File: src/rtl/fp_pkg.sv
// Shared constants, state encoding and packing helper for the iterative
// single-precision multiplier.
package fp_pkg;

  localparam logic signed [9:0] BIAS    = 10'sd127;
  localparam logic signed [9:0] EXP_MAX = 10'sd255;
  localparam logic [31:0]       QNAN    = 32'h7FC0_0000;

  typedef enum logic [1:0] {
    ST_IDLE = 2'd0,
    ST_MUL  = 2'd1,
    ST_NORM = 2'd2
  } state_t;

  function automatic logic [31:0] pack_fp(input logic s, input logic [7:0] e, input logic [22:0] f);
    return {s, e, f};
  endfunction

endpackage

File: src/rtl/fp_classify.sv
// Combinational IEEE-754 single operand classifier; exponent 0 counts as zero
// because denormals are not supported.
module fp_classify
  import fp_pkg::*;
(
  input  logic [31:0] op,
  output logic        is_zero,
  output logic        is_inf,
  output logic        is_nan
);

  logic exp_max_s;
  logic frac_nz_s;

  assign exp_max_s = (op[30:23] == EXP_MAX[7:0]);
  assign frac_nz_s = (op[22:0] != 23'd0);

  assign is_zero = (op[30:23] == 8'd0);
  assign is_inf  = exp_max_s & ~frac_nz_s;
  assign is_nan  = exp_max_s & frac_nz_s;

endmodule

File: src/rtl/fmultp_iter.sv
// Iterative shift-add IEEE-754 single multiplier with fixed latency:
// one MUL cycle per multiplier bit, then one NORM cycle that packs the result.
module fmultp_iter
  import fp_pkg::*;
#(
  parameter int MUL_STEPS = 24
) (
  input  logic        clk,
  input  logic        rst_n,
  input  logic        start,
  input  logic [31:0] regb,
  input  logic [31:0] regc,
  output logic [31:0] rega,
  output logic        busy,
  output logic        done
);

  localparam int CNT_W = (MUL_STEPS > 1) ? $clog2(MUL_STEPS) : 1;
  localparam logic [CNT_W-1:0] CNT_LAST = CNT_W'(MUL_STEPS - 1);

  state_t            state_r;
  state_t            state_nxt_s;
  logic [47:0]       acc_r;
  logic [CNT_W-1:0]  cnt_r;
  logic [23:0]       mb_r;
  logic [23:0]       mc_r;
  logic signed [9:0] exp_r;
  logic              sign_r;
  logic              nan_r;
  logic              zero_r;
  logic              inf_r;

  logic              b_zero_s, b_inf_s, b_nan_s;
  logic              c_zero_s, c_inf_s, c_nan_s;
  logic signed [9:0] exp_fin_s;
  logic [22:0]       frac_s;
  logic [31:0]       result_s;
  logic              unused_s;

  fp_classify u_cls_b (.op(regb), .is_zero(b_zero_s), .is_inf(b_inf_s), .is_nan(b_nan_s));
  fp_classify u_cls_c (.op(regc), .is_zero(c_zero_s), .is_inf(c_inf_s), .is_nan(c_nan_s));

  // Truncated product bits below the kept fraction are intentionally dropped.
  assign unused_s = ^acc_r[22:0];

  // State, datapath and registered outputs.
  always_ff @(posedge clk or negedge rst_n) begin
    if (!rst_n) begin
      state_r <= ST_IDLE;
      acc_r   <= 48'd0;
      cnt_r   <= '0;
      mb_r    <= 24'd0;
      mc_r    <= 24'd0;
      exp_r   <= 10'sd0;
      sign_r  <= 1'b0;
      nan_r   <= 1'b0;
      zero_r  <= 1'b0;
      inf_r   <= 1'b0;
      rega    <= 32'd0;
      done    <= 1'b0;
    end else begin
      state_r <= state_nxt_s;
      done    <= 1'b0;
      case (state_r)
        ST_IDLE: begin
          if (start) begin
            sign_r <= regb[31] ^ regc[31];
            exp_r  <= $signed({2'b00, regb[30:23]}) + $signed({2'b00, regc[30:23]}) - BIAS;
            mb_r   <= {1'b1, regb[22:0]};
            mc_r   <= {1'b1, regc[22:0]};
            nan_r  <= b_nan_s | c_nan_s | (b_inf_s & c_zero_s) | (b_zero_s & c_inf_s);
            zero_r <= b_zero_s | c_zero_s;
            inf_r  <= b_inf_s | c_inf_s;
            acc_r  <= 48'd0;
            cnt_r  <= '0;
          end
        end
        ST_MUL: begin
          if (mc_r[cnt_r]) begin
            acc_r <= acc_r + ({24'd0, mb_r} << cnt_r);
          end
          cnt_r <= cnt_r + CNT_W'(1);
        end
        ST_NORM: begin
          rega <= result_s;
          done <= 1'b1;
        end
        default: begin
          done <= 1'b0;
        end
      endcase
    end
  end

  // Next-state selection.
  always_comb begin
    state_nxt_s = state_r;
    case (state_r)
      ST_IDLE: begin
        if (start) state_nxt_s = ST_MUL;
        else       state_nxt_s = ST_IDLE;
      end
      ST_MUL: begin
        if (cnt_r == CNT_LAST) state_nxt_s = ST_NORM;
        else                   state_nxt_s = ST_MUL;
      end
      ST_NORM: state_nxt_s = ST_IDLE;
      default: state_nxt_s = ST_IDLE;
    endcase
  end

  // Status output decoded from state.
  always_comb begin
    busy = (state_r != ST_IDLE);
  end

  // Normalisation and special-case override; NaN outranks zero outranks infinity.
  always_comb begin
    exp_fin_s = exp_r;
    frac_s    = acc_r[45:23];
    result_s  = 32'd0;
    if (acc_r[47]) begin
      exp_fin_s = exp_r + 10'sd1;
      frac_s    = acc_r[46:24];
    end else begin
      exp_fin_s = exp_r;
      frac_s    = acc_r[45:23];
    end
    if (nan_r) begin
      result_s = QNAN;
    end else if (zero_r) begin
      result_s = pack_fp(sign_r, 8'd0, 23'd0);
    end else if (inf_r || (exp_fin_s >= EXP_MAX)) begin
      result_s = pack_fp(sign_r, 8'hFF, 23'd0);
    end else if (exp_fin_s <= 10'sd0) begin
      result_s = pack_fp(sign_r, 8'd0, 23'd0);
    end else begin
      result_s = pack_fp(sign_r, exp_fin_s[7:0], frac_s);
    end
  end

endmodule

File: config.mk
export PLATFORM = sky130hd
export DESIGN_NAME = fmultp_iter
export DESIGN_NICKNAME = d
export VERILOG_FILES = /design/src/rtl/fp_pkg.sv /design/src/rtl/fp_classify.sv /design/src/rtl/fmultp_iter.sv
export SDC_FILE = /design/constraint.sdc
export NUM_CORES = 1
export LEC_CHECK = 0
export CAP_MARGIN = 40
export CORE_MARGIN = 2
export CORE_UTILIZATION = 64
export CTS_CLUSTER_SIZE = 14
export DETAILED_ROUTE_END_ITERATION = 8
export GPL_TIMING_DRIVEN = 0
export PLACE_DENSITY = 0.95
export SYNTH_ARGS = -nofsm -noshare
export SYNTH_HDL_FRONTEND = slang
export SYNTH_SLANG_ARGS = --single-unit
File: constraint.sdc
create_clock -name clk -period 9.7 [get_ports clk]
set_input_delay 1.455 -clock clk [delete_from_list [all_inputs] [get_ports clk]]
set_output_delay 1.455 -clock clk [all_outputs]
set_load 0.01 [all_outputs]
==> metrics.log, run 1 <==
[metrics] worst IR drop on VDD: between 0.15 and 0.2 mV
[metrics] max-cap viol count: 0
[metrics] total iterations of the first detailed-routing run: 6
[metrics] arrival time of the worst setup path: 5590 ps
[metrics] Die W: 134 um
[metrics] final RePlAce weighted congestion: 0.981
[metrics] most used flip-flop cell after synthesis: dfrtp_1
[metrics] Root Buffer: clkbuf_16
[metrics] fraction of registers with async set/reset: 1.00
[metrics] FF-to-FF Start: cnt_r[1]$_DFFE_PN0P_
[metrics] leakage power: a little under 6 nW
[metrics] Worst EP required: between 10000 and 15000 ps
[metrics] site row count: 47
[metrics] met2 track utilization from global routing: 0.597
[metrics] area of the die: ~18000 sq um
[metrics] I/O pin count: roughly 100
[metrics] number of failing hold endpoints at the final stage: 0
[metrics] First DRT Iteration DRCs: 960
[metrics] slack of the worst reg-to-reg path: between 4000 and 5000 ps
[metrics] capturing element of the worst setup path: acc_r[44]$_DFFE_PN0P_
[metrics] fraction of final layout cells sized beyond drive strength 1: 0.0712
[metrics] synth unique cells: 76
[metrics] layout overhead on the synthesized area: 17.5%
[metrics] number of buffers created by CTS: 17
[metrics] number of cells on the worst reg-to-reg path: 19
[metrics] Post-Route WL: about 31000 um
[metrics] ANT cells: 0
[metrics] result of the run: completed
[metrics] worst slack on hold paths: 482 ps
[metrics] I/O Buffers: 100
[metrics] met1 track demand over resource in global routing: 0.468
[metrics] die extent in y: about 130 um
[metrics] post-route ant nets: 0
[metrics] highest net fanout along the worst path: 10
[metrics] Critical Path Start Type: flop
[metrics] Power Total: 5.40 mW
[metrics] count of warnings emitted by yosys: 0
[metrics] sort of element at the end of the critical path: flop
[metrics] H-tree levels: 4
[metrics] Worst Setup Path Type: flop to flop
[metrics] CTS clk-pin slew, worst paths: roughly 70 ps
[metrics] routed wirelength normalized by instance count: around 19 um
[metrics] Tightest Hold Check Type: flop to flop
[metrics] terminus of the critical flop-to-flop path: acc_r[44]$_DFFE_PN0P_
[metrics] Avg Inst Size Synth: ~8.4 sq um
[metrics] Slew @ Worst Pin: 804 ps
[metrics] headroom to the max-slew limit: 0.464
[metrics] number of synthesized flops with an enable pin: 0
[metrics] post-synth top area share: 0.345
[metrics] TNS Setup: 0 ps
[metrics] clk_skew: 8.93 ps
[metrics] final critical path time including I/O delays and setup: between 5000 and 6000 ps
[metrics] number of antenna violations at the first check in global routing: 0
[metrics] largest net degree at the start of global routing: 98
[metrics] core outline area: between 15000 and 20000 sq um
[metrics] Post-DP HPWL: about 23000 um
[metrics] Skew-Pair Late Insertion Delay: approximately 440 ps
[metrics] sink count of the clock tree: around 150
[metrics] Final Net Count: around 1500
[metrics] leftover overflow at the end of global routing: 0
[metrics] number of global-route vias before repair: approximately 10000
[metrics] buffer count from post-CTS setup fixing: 0
[metrics] peak-usage layer in the global routing report: met2
[metrics] count of final max-slew check failures: 0
[metrics] post-cts repair resize count: 0
[metrics] remaining routing DRC violations: 0
[metrics] instance count of the mapped netlist: 1285
[metrics] nets in the synthesized netlist: 1418
[metrics] via/cell ratio: approximately 6.4
[metrics] setup repair after global routing missed its margin: no
[metrics] cell type contributing the most total cell area after synthesis: dfrtp_1
[metrics] clock tree from TritonCTS: yes
[metrics] final clock period utilization by the worst path: 0.544
[metrics] Clock Tree Buf Depth: 2
[metrics] overall routing resource usage: 0.363
[metrics] final count of negative-setup-slack endpoints: 0
[metrics] effective utilization at floorplan: 0.654
[metrics] number of synthesized register bits: 149
[metrics] Mapped Area: roughly 11000 sq um
[metrics] power per cell area: 425 nW/um^2
[metrics] top area cells in the synthesized netlist: dfrtp_1, nand2_1, ha_1
[metrics] vias after detailed routing: roughly 11000
[metrics] portion of the post-synthesis area used by sequential elements: 0.345
[metrics] global routing met3 resource utilization: 0.0711
[metrics] timing startpoint of the critical path: cnt_r[1]$_DFFE_PN0P_
[metrics] wire length of the first global-routing pass: around 52000 um
[metrics] hold bufs inserted after CTS: 0
[metrics] top achievable clock speed: between 0.15 and 0.2 GHz
synth_stat cells, types with 3 or more instances:
master and count:
and3_1 5, nand3_1 14, and2_1 7, a221o_1 4, or4_1 5, mux2_2 18
o21ai_0 114, xnor2_1 29, nand3b_1 5, buf_1 8, mux4_2 14, nor2b_1 11
inv_1 16, o21bai_1 5, nor3_1 8, xor2_1 27, a21o_1 32, o2111ai_1 3
dfrtp_1 149, a31o_2 3, ha_1 64, a211oi_1 6, nor2_1 78, mux2i_1 60
nand4_1 21, o21ai_1 13, nand2_1 307, a22o_1 8, o21a_1 3, clkbuf_1 49
o31ai_1 15, buf_2 11, o22ai_1 16, a31oi_1 6, nand2b_1 17, nor4_1 13
a21oi_1 71
how the worst min path moves through the flow:
stage                              start                    to  slack, ps  cells after the start
finish               rega[6]$_DFFE_PN0P_   rega[6]$_DFFE_PN0P_        480                      2
CTS                 mc_r[13]$_DFFE_PN0P_  mc_r[13]$_DFFE_PN0P_        480                      2
detailed placement   mc_r[5]$_DFFE_PN0P_   mc_r[5]$_DFFE_PN0P_        460                      2
global route         mc_r[9]$_DFFE_PN0P_   mc_r[9]$_DFFE_PN0P_        500                      2
global placement    mc_r[20]$_DFFE_PN0P_  mc_r[20]$_DFFE_PN0P_        450                      2
floorplan           mc_r[10]$_DFFE_PN0P_  mc_r[10]$_DFFE_PN0P_        440                      2
per-layer routing:
metal  wire [um]  up-vias
met2       14900      533
met4        1240        0
met1       12900     5047
met5           0        -
met3        2330      123
li1            -     4835
cells in the final DEF (no fill, tap or decap), types with 13 or more instances in the layout:
cell,synthesis,routed
ha_1,64,64
xnor2_1,29,29
xor2_1,27,27
dfrtp_1,149,149
nand4_1,21,21
inv_1,16,16
clkbuf_16,0,17
o31ai_1,15,15
o21ai_0,114,114
nand2b_1,17,17
a21o_1,32,32
nand3_1,14,14
a21oi_1,71,71
nor2_1,78,78
mux2i_1,60,60
o21ai_1,13,13
mux2_2,18,18
clkbuf_1,49,49
o22ai_1,16,16
mux4_2,14,14
nor4_1,13,13
clkdlybuf4s50_1,0,99
nand2_1,307,307
report_power, final:
group | switching [mW] | total, mW | internal (mW)
Sequential | 0.226 | 1.10 | 0.873
Clock | 0.305 | 0.669 | 0.364
Combinational | 2.25 | 3.63 | 1.38
Total | 2.78 | 5.40 | 2.62
stage by stage:
stage	std cells	area, sq um	utilization	setup slack, ps
final	1638	12700	0.769	4420
after global routing	1638	12700	0.769	4110
after CTS	1638	12700	0.769	4600
after detailed placement	1606	12100	0.733	4640
after floorplan	1285	10800	-	5500
after global placement	1605	12100	0.731	1480
critical path, stage by stage (launching register included):
cell	delay [ps]
dfrtp_1	440
buf_2	320
buf_2	310
clkbuf_1	450
mux4_2	440
nand2_1	100
nand2_1	90
o21ai_0	430
nor2_1	130
ha_1	430
o21ai_0	130
a21oi_1	160
o21ai_0	140
a211oi_1	420
o21ai_0	160
a21o_1	220
o21ai_1	320
nand3_1	190
mux2i_1	190
o21ai_1	70
sequential cells by signal, summed over array words and instances (netlist names), 2 cells and up:
signal and count:
acc_r 48, rega 32, mb_r 24, mc_r 23, exp_r 10, cnt_r 5, state_r 2
kinds of logic (layout without fill, tap and decap cells):
logic type,Yosys count,in the layout,synth area share
flops,149,149,0.345
compound gates,330,330,0.193
mux,92,92,0.103
simple gates,503,503,0.202
buf+inv,89,222,0.0332
fa+ha+maj,66,66,0.0778
xor+xnor,56,56,0.0454
layout make-up:
type                       count  area (sq um)
tap                          220           275
timing repair buffer         101          1030
multi-input combinational   1047          6720
inverter                      19          71.3
buffer                        70           288
clock inverter                15           159
sequential                   149          3730
clock buffer                  17           425
fill                        1123          3820
No activity file was read; power rests on OpenSTA's default activity.
==> run 2, diff against run 1 <==
--- a/config.mk
+++ b/config.mk
@@ -7,11 +7,11 @@
 export LEC_CHECK = 0
 export CAP_MARGIN = 40
 export CORE_MARGIN = 2
-export CORE_UTILIZATION = 64
+export CORE_UTILIZATION = 59
 export CTS_CLUSTER_SIZE = 14
 export DETAILED_ROUTE_END_ITERATION = 8
 export GPL_TIMING_DRIVEN = 0
-export PLACE_DENSITY = 0.95
+export PLACE_DENSITY = 0.9
 export SYNTH_ARGS = -nofsm -noshare
 export SYNTH_HDL_FRONTEND = slang
 export SYNTH_SLANG_ARGS = --single-unit
==> constraint.sdc (replaced) <==
create_clock -name clk -period 4.9 [get_ports clk]
set_input_delay 0.735 -clock clk [delete_from_list [all_inputs] [get_ports clk]]
set_output_delay 0.735 -clock clk [all_outputs]
set_load 0.01 [all_outputs]
==> run 2 against run 1 <==
Fmax grew 11%. Clock skew grew 2.5 ps. Sequential share of layout area shrank 0.23 points. Utilization shrank 5.5 points. Worst hold slack lost 200 ps. Critical path type unchanged.
==> metrics.log, run 2 (synthesis gave the netlist of run 1 again) <==
[metrics] sink count of the clock tree: 149
[metrics] Root Buffer: clkbuf_16
[metrics] fraction of final layout cells sized beyond drive strength 1: 0.0847
[metrics] Tightest Hold Check Type: input port to async pin
[metrics] number of cells on the worst reg-to-reg path: 17
[metrics] fill count: ~1400
[metrics] Critical Path Start Type: flop
[metrics] First DRT Iteration DRCs: slightly above 900
[metrics] power per cell area: roughly 840 nW/um^2
[metrics] cell-internal power: roughly 5.3 mW
[metrics] portion of total power attributed to the clock network: 0.124
[metrics] Most flops, register: acc_r
[metrics] core outline area: between 15000 and 20000 sq um
[metrics] leakage power: just under 6 nW
[metrics] Worst EP required: around 5200 ps
[metrics] leftover overflow at the end of global routing: 0
[metrics] clock tree from TritonCTS: yes
[metrics] clk_skew: between 10 and 15 ps
[metrics] number of buffers created by CTS: 17
[metrics] Worst Setup Path Type: flop to flop
[metrics] most frequent cells in the layout: nand2_1, dfrtp_1, o21ai_0
[metrics] I/O Buffers: 100
[metrics] final clock period utilization by the worst path: 0.974
[metrics] terminus of the critical flop-to-flop path: acc_r[45]$_DFFE_PN0P_
[metrics] max-cap viol count: 0
[metrics] routed wirelength normalized by instance count: about 19 um
[metrics] count of final max-slew check failures: 0
[metrics] capturing element of the worst setup path: acc_r[45]$_DFFE_PN0P_
[metrics] layout overhead on the synthesized area: 18.5%
[metrics] result of the run: completed
[metrics] effective utilization at floorplan: 0.602
[metrics] final critical path time including I/O delays and setup: about 4800 ps
[metrics] net switching fraction of the power: 0.505
[metrics] post-route ant nets: 0
[metrics] placed inst area: ~12000 sq um
[metrics] most common library cell in the layout ignoring fill and taps: nand2_1
[metrics] area of the die: roughly 20000 sq um
[metrics] vias after detailed routing: 10200
[metrics] Switching Power: 5.43 mW
[metrics] overall routing resource usage: 0.316
[metrics] via/cell ratio: between 6 and 7
[metrics] slack of the worst reg-to-reg path: about 130 ps
[metrics] remaining routing DRC violations: 0
[metrics] registers with the highest flip-flop counts: acc_r: 48 flops, rega: 32 flops, mb_r: 24 flops
[metrics] Clock Tree Buf Depth: 2
[metrics] H-tree levels: 4
[metrics] die extent in y: 139 um
[metrics] max reg flops: 48
[metrics] Post-DP HPWL: between 20000 and 25000 um
[metrics] final RePlAce weighted congestion: roughly 1.0
[metrics] number of global-route vias before repair: roughly 10000
[metrics] number of failing hold endpoints at the final stage: 0
[metrics] portion of total power attributed to sequential cells: 0.202
[metrics] Final Net Count: approximately 1500
[metrics] total iterations of the first detailed-routing run: 5
[metrics] CTS clk-pin slew, worst paths: ~60 ps
[metrics] final core utilization: 0.713
[metrics] largest net degree at the start of global routing: between 90 and 100
[metrics] wire length of the first global-routing pass: 49900 um
[metrics] FF-to-FF Start: cnt_r[0]$_DFFE_PN0P_
[metrics] sort of element at the end of the critical path: flop
[metrics] worst slack on hold paths: 278 ps
[metrics] Post-Place Cells: around 1600
[metrics] headroom to the max-slew limit: 0.484
[metrics] Die W: approximately 140 um
[metrics] worst path setup slack after routing: ~130 ps
[metrics] Skew-Pair Late Insertion Delay: 430 ps
[metrics] final count of negative-setup-slack endpoints: 0
[metrics] highest net fanout along the worst path: 10
[metrics] number of antenna violations at the first check in global routing: 0
[metrics] ANT cells: 0
[metrics] Slew @ Worst Pin: 774 ps
[metrics] top achievable clock speed: roughly 0.21 GHz
[metrics] Gate power share: 0.675
[metrics] timing startpoint of the critical path: cnt_r[0]$_DFFE_PN0P_
[metrics] worst IR drop on VDD: around 0.38 mV
[metrics] post-placement setup slack: -182 ps
[metrics] number of non-filler instances in the completed layout: 1646
[metrics] arrival time of the worst setup path: 5080 ps
[metrics] cell area after layout: 12800 sq um
[metrics] site row count: between 40 and 50
[metrics] I/O pin count: approximately 100
[metrics] Post-Route WL: 30600 um
[run 2: cell count changes in the layout (fill, tap and decap cells not counted), moves of 4 or more]
cell      before  now
a21oi_1       71   67
a21oi_2        1    5
buf_2         11    6
buf_6          2    6
clkbuf_1      49   44
clkbuf_8       0    4
[run 2: critical path: stages (launching register included)]
cell and delay, ps:
dfrtp_2 450, buf_6 190, buf_6 160, clkbuf_4 210
o21ai_0 490, mux2i_1 280, mux2_2 370, a21oi_2 210
ha_1 250, clkbuf_1 210, a2111oi_2 350, o31ai_1 140
a22oi_2 200, a31oi_2 190, a221o_1 400, a221oi_2 260
xor2_1 200, o21ai_1 70
[run 2: how the worst min path moves through the flow]
stage / end / slack (ps) / cells past startpoint
after global placement: rega[31]$_DFFE_PN0P_ / 450 / 2
final: mc_r[17]$_DFFE_PN0P_ / 280 / 1
after global routing: mc_r[18]$_DFFE_PN0P_ / 320 / 1
after detailed placement: rega[24]$_DFFE_PN0P_ / 460 / 2
after floorplan: acc_r[0]$_DFFE_PN0P_ / 440 / 0
after CTS: mc_r[17]$_DFFE_PN0P_ / 300 / 1
[run 2: layer usage]
metal	wire (um)	vias up	global-route usage
met5	0	-	0
li1	-	4819	-
met4	865	0	0.112
met3	2120	82	0.0547
met2	14600	470	0.521
met1	13000	4858	0.424
[run 2: what timing repair did]
action | 4_1_cts | 5_1_grt
hold buffers | 0 | 0
buffers inserted | 0 | 2
setup endpoints to repair | 9 | 14
resized for setup | 5 | 26
gates cloned | 0 | 0
[run 2: final cells by class]
| cell class | instances | area, sq um | area share |
|---|---|---|---|
| plain buffers | 67 | 310 | 0.0242 |
| clock buffers | 21 | 480 | 0.0375 |
| clock inverters | 11 | 113 | 0.00879 |
| inverters | 19 | 71.3 | 0.00557 |
| multi-input cells | 1047 | 6770 | 0.529 |
| flip-flops and latches | 149 | 3730 | 0.291 |
| well taps | 229 | 287 | 0.0224 |
| repair buffers | 103 | 1040 | 0.0816 |
[run 2: stage by stage]
stage	TNS (ps)	power, mW
finish	0	10.7
global route	-34.9	11.5
CTS	0	10.5
detailed placement	-618	9.03
global placement	-393960	8.81
floorplan	0	7.21
[run 2: power groups by stage]
stage | combinational [mW] | sequential (mW) | clock [mW]
2_1_floorplan | 5.18 | 2.03 | 0
3_3_place_gp | 6.68 | 2.13 | 0
3_5_place_dp | 6.88 | 2.16 | 0
4_1_cts | 6.97 | 2.14 | 1.33
5_1_grt | 7.91 | 2.21 | 1.38
6_report | 7.24 | 2.16 | 1.33
